<file path="src/rtl/uart_receiver.sv">
// 8N1 UART receiver: 2-flop synchroniser, mid-bit sampling FSM and a one-entry
// output buffer with framing-error pulse and sticky overrun flag.
module uart_receiver #(
  parameter int unsigned CLKS_PER_BIT = 5208,
  parameter int unsigned HALF_BIT     = CLKS_PER_BIT / 2
) (
  input  logic       clk,
  input  logic       reset,
  input  logic       UART_RX,
  input  logic       rx_ack,
  input  logic       overrun_clr,
  output logic [7:0] rx_data,
  output logic       rx_valid,
  output logic       frame_err,
  output logic       overrun
);

  localparam int unsigned CNT_W = $clog2(CLKS_PER_BIT);
  localparam logic [CNT_W-1:0] BIT_LAST  = CNT_W'(CLKS_PER_BIT - 1);
  localparam logic [CNT_W-1:0] HALF_LAST = CNT_W'(HALF_BIT - 1);

  typedef enum logic [2:0] {
    IDLE    = 3'd0,
    START   = 3'd1,
    DATA    = 3'd2,
    STOP    = 3'd3,
    WAIT_HI = 3'd4
  } state_e;

  state_e           state_q, state_d;
  logic             sync1_q, rxs_q;
  logic [CNT_W-1:0] cnt_q, cnt_d;
  logic [2:0]       bit_idx_q, bit_idx_d;
  logic [7:0]       shreg_q, shreg_d;
  logic [7:0]       rx_data_q, rx_data_d;
  logic             rx_valid_q, rx_valid_d;
  logic             frame_err_q, frame_err_d;
  logic             overrun_q, overrun_d;
  logic             deliver_c;

  // State register, synchroniser and output registers
  always_ff @(posedge clk) begin
    if (reset) begin
      state_q     <= IDLE;
      sync1_q     <= 1'b1;
      rxs_q       <= 1'b1;
      cnt_q       <= '0;
      bit_idx_q   <= '0;
      shreg_q     <= '0;
      rx_data_q   <= '0;
      rx_valid_q  <= 1'b0;
      frame_err_q <= 1'b0;
      overrun_q   <= 1'b0;
    end else begin
      state_q     <= state_d;
      sync1_q     <= UART_RX;
      rxs_q       <= sync1_q;
      cnt_q       <= cnt_d;
      bit_idx_q   <= bit_idx_d;
      shreg_q     <= shreg_d;
      rx_data_q   <= rx_data_d;
      rx_valid_q  <= rx_valid_d;
      frame_err_q <= frame_err_d;
      overrun_q   <= overrun_d;
    end
  end

  // Next-state, datapath and output-buffer logic
  always_comb begin
    state_d     = state_q;
    cnt_d       = cnt_q;
    bit_idx_d   = bit_idx_q;
    shreg_d     = shreg_q;
    rx_data_d   = rx_data_q;
    rx_valid_d  = rx_valid_q;
    frame_err_d = 1'b0;
    overrun_d   = overrun_q;
    deliver_c   = 1'b0;

    unique case (state_q)
      IDLE: begin
        if (!rxs_q) begin
          state_d = START;
          cnt_d   = '0;
        end
      end
      START: begin
        if (cnt_q == HALF_LAST) begin
          cnt_d     = '0;
          bit_idx_d = '0;
          state_d   = rxs_q ? IDLE : DATA;
        end else begin
          cnt_d = cnt_q + 1'b1;
        end
      end
      DATA: begin
        if (cnt_q == BIT_LAST) begin
          shreg_d   = {rxs_q, shreg_q[7:1]};
          cnt_d     = '0;
          bit_idx_d = bit_idx_q + 3'd1;
          if (bit_idx_q == 3'd7) state_d = STOP;
        end else begin
          cnt_d = cnt_q + 1'b1;
        end
      end
      STOP: begin
        if (cnt_q == BIT_LAST) begin
          cnt_d = '0;
          if (rxs_q) begin
            deliver_c = 1'b1;
            state_d   = IDLE;
          end else begin
            frame_err_d = 1'b1;
            state_d     = WAIT_HI;
          end
        end else begin
          cnt_d = cnt_q + 1'b1;
        end
      end
      WAIT_HI: begin
        if (rxs_q) state_d = IDLE;
      end
      default: state_d = IDLE;
    endcase

    // A new overrun outranks a same-cycle clear; delivery outranks ack
    if (overrun_clr) overrun_d = 1'b0;
    if (deliver_c) begin
      rx_data_d  = shreg_q;
      rx_valid_d = 1'b1;
      if (rx_valid_q && !rx_ack) overrun_d = 1'b1;
    end else if (rx_ack) begin
      rx_valid_d = 1'b0;
    end
  end

  assign rx_data   = rx_data_q;
  assign rx_valid  = rx_valid_q;
  assign frame_err = frame_err_q;
  assign overrun   = overrun_q;

endmodule

</file>
<file path="config.mk">
export PLATFORM = sky130hd
export DESIGN_NAME = uart_receiver
export DESIGN_NICKNAME = d
export VERILOG_FILES = /design/src/rtl/uart_receiver.sv
export SDC_FILE = /design/constraint.sdc
export NUM_CORES = 1
export LEC_CHECK = 0
export ABC_AREA = 1
export BUFFER_PORTS_ARGS = -buffer_cell sky130_fd_sc_hd__buf_2
export CAP_MARGIN = 20
export CORE_MARGIN = 2
export CORE_UTILIZATION = 40
export CTS_CLUSTER_SIZE = 14
export DETAILED_ROUTE_END_ITERATION = 8
export GPL_TIMING_DRIVEN = 0
export SETUP_SLACK_MARGIN = 0.2
export SLEW_MARGIN = 10
export SYNTH_ARGS = -nofsm -noshare
export SYNTH_HDL_FRONTEND = slang
export SYNTH_SLANG_ARGS = --single-unit
export TNS_END_PERCENT = 1
</file>
<file path="constraint.sdc">
create_clock -name clk -period 1.7 [get_ports clk]
set_input_delay 0.17 -clock clk [delete_from_list [all_inputs] [get_ports clk]]
set_output_delay 0.17 -clock clk [all_outputs]
set_load 0.05 [all_outputs]
</file>
Yosys cells after proc, flatten, opt, wreduce, memory -nomap -nowiden --
Cells that the tools add are included.
Operators by class: equality and inequality tests 13, add/sub/neg operators 2, reductions and logical operators 12, mux-type cells 25, bitwise gates (word level) 2
Operators with widths (number):
- 13-bit 2-to-1 mux | 3
- 13-bit case mux with 3 select lines | 1
- 3-bit 2-to-1 mux | 9
- 3-bit case mux with 5 select lines | 1
- 13-bit by 1-bit adder with 13-bit output, second input constant | 1
- 13-bit by 12-bit == test with 1-bit output, second input constant | 1
- 13-bit == test, second input constant | 1
- 2-bit inequality test, second input constant | 6
- 1-bit 2-to-1 mux | 9
- 3-bit by 2-bit == test with 1-bit output, second input constant | 2
- 3-bit == test, second input constant | 2
- 3-bit case mux with 2 select lines | 1
- 6-bit AND reduction | 1
- 2-bit AND reduction | 2
- 2-bit nonzero test | 2
- 3-bit by 1-bit adder with 3-bit output, second input constant | 1
- 3-bit by 1-bit == test with 1-bit output, second input constant | 1
- 3-bit logical NOT | 1
- 3-bit AND reduction | 1
- 3-bit nonzero test | 1
- 3-bit OR reduction | 1
- 2-bit 2-to-1 mux | 1
- 1-bit NOT | 2
- 2-bit OR reduction | 1
- other kinds (2) | 2
Word-level totals: word-level logic and storage cells 64, output and inout port bits 11, bits in registers 40

Logic depth before layout (Yosys ltp) --
depth after elaboration 4, gate-level depth with buffers 12, gate-level depth less buffers 12

Worst setup path before layout --
No wires, ideal clock.
path kind reg2reg, from register cnt_q[0], to register shreg_q[0], arrival 1.361 ns, clock period less this slack 1.478 ns, library setup time 0.117 ns, setup slack 0.222 ns, cell stages (with the launch flop) 10, buffers on the path 1, path through dfxtp_1 > ha_1 > nand4_1 > nor2_4 > nand2_4 > nor2_4 > inv_2 > buf_6 > o21ai_1 > a21oi_1
Between the ends: cells in the longest elaborated chain, start to end 2
Ends and longest elaborated chain:
- start: declaration | line 32 | logic [CNT_W-1:0] cnt_q, cnt_d;
- start signal: assignment | line 58 | cnt_q <= cnt_d;
- 13-bit == test | line 97 | if (cnt_q == BIT_LAST) begin
- 2-bit AND reduction (no source line)
- end signal: assignment | line 60 | shreg_q <= shreg_d;
- end: declaration | line 34 | logic [7:0] shreg_q, shreg_d;
Every way passes these cells. A chain may end at the register's enable or synchronous reset.

Worst setup path after layout --
from register cnt_q[0], to register rx_data_q[7] (netlist: rx_data[7])
Between the ends: cells in the longest elaborated chain, start to end 3
Ends and longest elaborated chain:
- 13-bit == test | line 107 | if (cnt_q == BIT_LAST) begin
- 1-bit 2-to-1 mux | line 107
- 1-bit 2-to-1 mux | line 80 | unique case (state_q)
- end signal: assignment | line 61 | rx_data_q <= rx_data_d;
- end: declaration | line 35 | logic [7:0] rx_data_q, rx_data_d;
Every way passes these cells.

==> impl_metrics.json <==
{
  "synth_edf_count": 0,
  "holdCritPathClass": "in2reg",
  "wl_met1_um": 2070,
  "routed-wl-met2_um": 1800,
  "power_density_mw_per_mm2": 1110,
  "layout-drive-gt1-share_pct": 23.3,
  "synthCells": 270,
  "grt_pass1_wl_um": 6780,
  "avgSynthCellArea_um2": 7.28,
  "dieArea_mm2": 0.00549,
  "postRouteAntennaNets": 0,
  "path_max_fanout": 5,
  "row_count": 25,
  "ys_seq_area_share_pct": 40.8,
  "async_reset_ff_share_pct": 0,
  "grt_max_degree": 15,
  "first_pass_iters": 4,
  "hold_ws_ns": 0.0474,
  "fin_area_mm2": 0.00230,
  "hold_viol_final": 0,
  "clockRootBuffer": "clkbuf_8",
  "dpl.hpwl_um": 2890,
  "crit_arrival_ns": 1.76,
  "grt_use_total_pct": 16.1,
  "rsz0062_at_grt": "true",
  "layout_setup_ws_ns": 0.176,
  "crit_chain": "ha_4 -> nand4_1 -> nor2_4 -> nand2_4 -> nor3_4 -> buf_4 -> o21ai_1 -> a21oi_1",
  "drcViolationCount": 0,
  "antenna_found_initial": 0,
  "critPathMaxStageDelay_ns": 0.37,
  "worstSetupStartpointType": "flop",
  "final_cell_mix": "nand2_1, dfxtp_1, inv_1, nor2_1, a21oi_1",
  "final_common_cell": "nand2_1",
  "leakagePower_nw": 0.950,
  "cts_made_buffers": 5,
  "place.gp.congestion": 0.815,
  "status": "finished, final reports clean",
  "grt_pass1_vias": 1551,
  "yosysWarnings": 0,
  "drv_cap": 0,
  "tightest_slew_ns": 0.596,
  "routed_wl_um": 4030,
  "yosysUniqueCellTypes": 35,
  "clock_path_buffers": 2,
  "setup_viol": 0,
  "htree_levels": 2,
  "crit_slowest_cell": "dfxtp_4",
  "initial_core_util_pct": 41.6,
  "wire_per_inst_um": 11.1,
  "num_antenna_cells": 0,
  "avgViaCountPerCell": 4.71,
  "fmax_ghz": 0.656,
  "synthesis.nets": 278,
  "core_area_mm2": 0.00472,
  "met3WireLength_um": 118,
  "clkSlewWorstSetupHoldPaths_ns": 0.08,
  "required_ns": 1.93,
  "cts.sinks": 40,
  "ys_ff_latch": 40,
  "tritoncts": "built",
  "drt_iter0_markers": 85,
  "via_count": 1708,
  "period_needed_ns": 1.52,
  "top_layer": "met4",
  "endpoint_kind": "flop",
  "synthFlopType": "dfxtp_1",
  "vdd_ir_drop_max_uv": 606,
  "postPlaceCellArea_mm2": 0.00212,
  "nets": 303,
  "relSlewSlack_pct": 60.3,
  "areaGrowthSynthToFinish_pct": 17.1,
  "finalCritPeriodShare_pct": 89.6,
  "setup_tns_ns": 0,
  "skew_ns": 0.00559,
  "overflow": 0,
  "clk_latency_ns": 0.30,
  "die_x_um": 74.1,
  "place_ws_ns": 0.00242,
  "crit_type": "reg2reg",
  "syn-cell-area_mm2": 0.00196,
  "die_h_um": 74.1,
  "ios": 16,
  "drv_slew": 0,
  "io_buffers": 15
}
==> cell families after synthesis <==
logic type                 count (synthesis)  synth area share [%]
AOI/OAI and AO/OA                         49                  14.7
and+or+nand+nor                          134                  33.3
adders and majority gates                  3                  1.91
buffers and inverters                     43                  8.85
DFF                                       40                  40.8
xor gates and xnor gates                   1                 0.446
==> per-layer routing <==
layer | vias to the layer above | global-route usage, %
met5 | - | 0
met4 | 0 | 6.06
met3 | 4 | 4.07
met2 | 22 | 25.3
met1 | 756 | 21.2
li1 | 926 | -
==> critical path, delay by kind of cell (launching register included) <==
kind            cells  cell delay, ns
compound gates      2            0.19
buf+inv             1            0.19
flops               1            0.37
simple gates        4            0.56
fa+ha+maj           1            0.15
==> state kept, by name (all words and copies together) (netlist names) <==
register and count:
state_q 3, cnt_q 13, overrun 1, frame_err 1, sync1_q 1, shreg_q 8, rx_data 8, bit_idx_q 3
rxs_q 1, rx_valid 1
==> path summary, 6_finish.rpt <==
kind / start / to / slack (ns) / cells after the start
worst max register to register: cnt_q[0] / rx_data[7] / 0.18 / 8
worst min register to register: sync1_q / rxs_q / 0.41 / 1
worst min-delay path: UART_RX / sync1_q / 0.05 / 2
worst max-delay path: cnt_q[0] / rx_data[7] / 0.18 / 8
==> metrics by stage <==
| step | std cells | util [%] | power [W] |
|---|---|---|---|
| 5_1_grt | 363 | 48.7 | 0.00272 |
| 3_3_place_gp | 352 | 45.0 | 0.00177 |
| 2_1_floorplan | 270 | - | 0.00162 |
| 6_report | 363 | 48.7 | 0.00256 |
| 3_5_place_dp | 352 | 45.0 | 0.00177 |
| 4_1_cts | 361 | 47.9 | 0.00259 |
==> repair_timing <==
item	4_1_cts	5_1_grt
gates cloned	0	1
buffers inserted	1	1
hold buffers	0	0
pin swaps	2	4
setup endpoints to repair	36	37
gates resized for setup	5	7
==> where the power goes <==
| group | leakage, nW | internal (W) | switching [W] |
|---|---|---|---|
| logic | 0.567 | 0.000218 | 0.000466 |
| clock network | 0.0583 | 0.000442 | 0.000362 |
| registers | 0.325 | 0.00101 | 0.0000647 |
==> synthesized netlist by cell type, types with 2 or more instances <==
cell type / count / area share [%]
o21ai_0: 8 / 2.0
nand2_1: 53 / 10
nand3_2: 3 / 1.5
o21ai_1: 7 / 1.8
inv_1: 30 / 5.7
nand2_2: 4 / 1.3
nand3_1: 17 / 4.3
dfxtp_1: 40 / 41
nor2_2: 6 / 1.9
a21oi_2: 3 / 1.3
clkbuf_1: 3 / 0.57
nor4_1: 2 / 0.64
nand4_1: 2 / 0.64
ha_1: 3 / 1.9
o21ai_2: 3 / 1.3
nor3_4: 2 / 1.7
nor3_1: 7 / 1.8
inv_2: 6 / 1.1
or2_2: 3 / 0.96
o211ai_1: 2 / 0.76
a21oi_1: 23 / 5.9
nor2_4: 2 / 1.1
nor2_1: 29 / 5.5
==> layout make-up <==
cell class	instances	area, µm²
plain buffers	6	38.8
clock buffers	5	68.8
clock inverters	3	47.5
fillers	489	2420
inverters	37	139
multi-input cells	187	1020
flip-flops and latches	40	806
well taps	67	83.8
repair buffers	18	97.6
No activity file was read; power rests on OpenSTA's default activity.
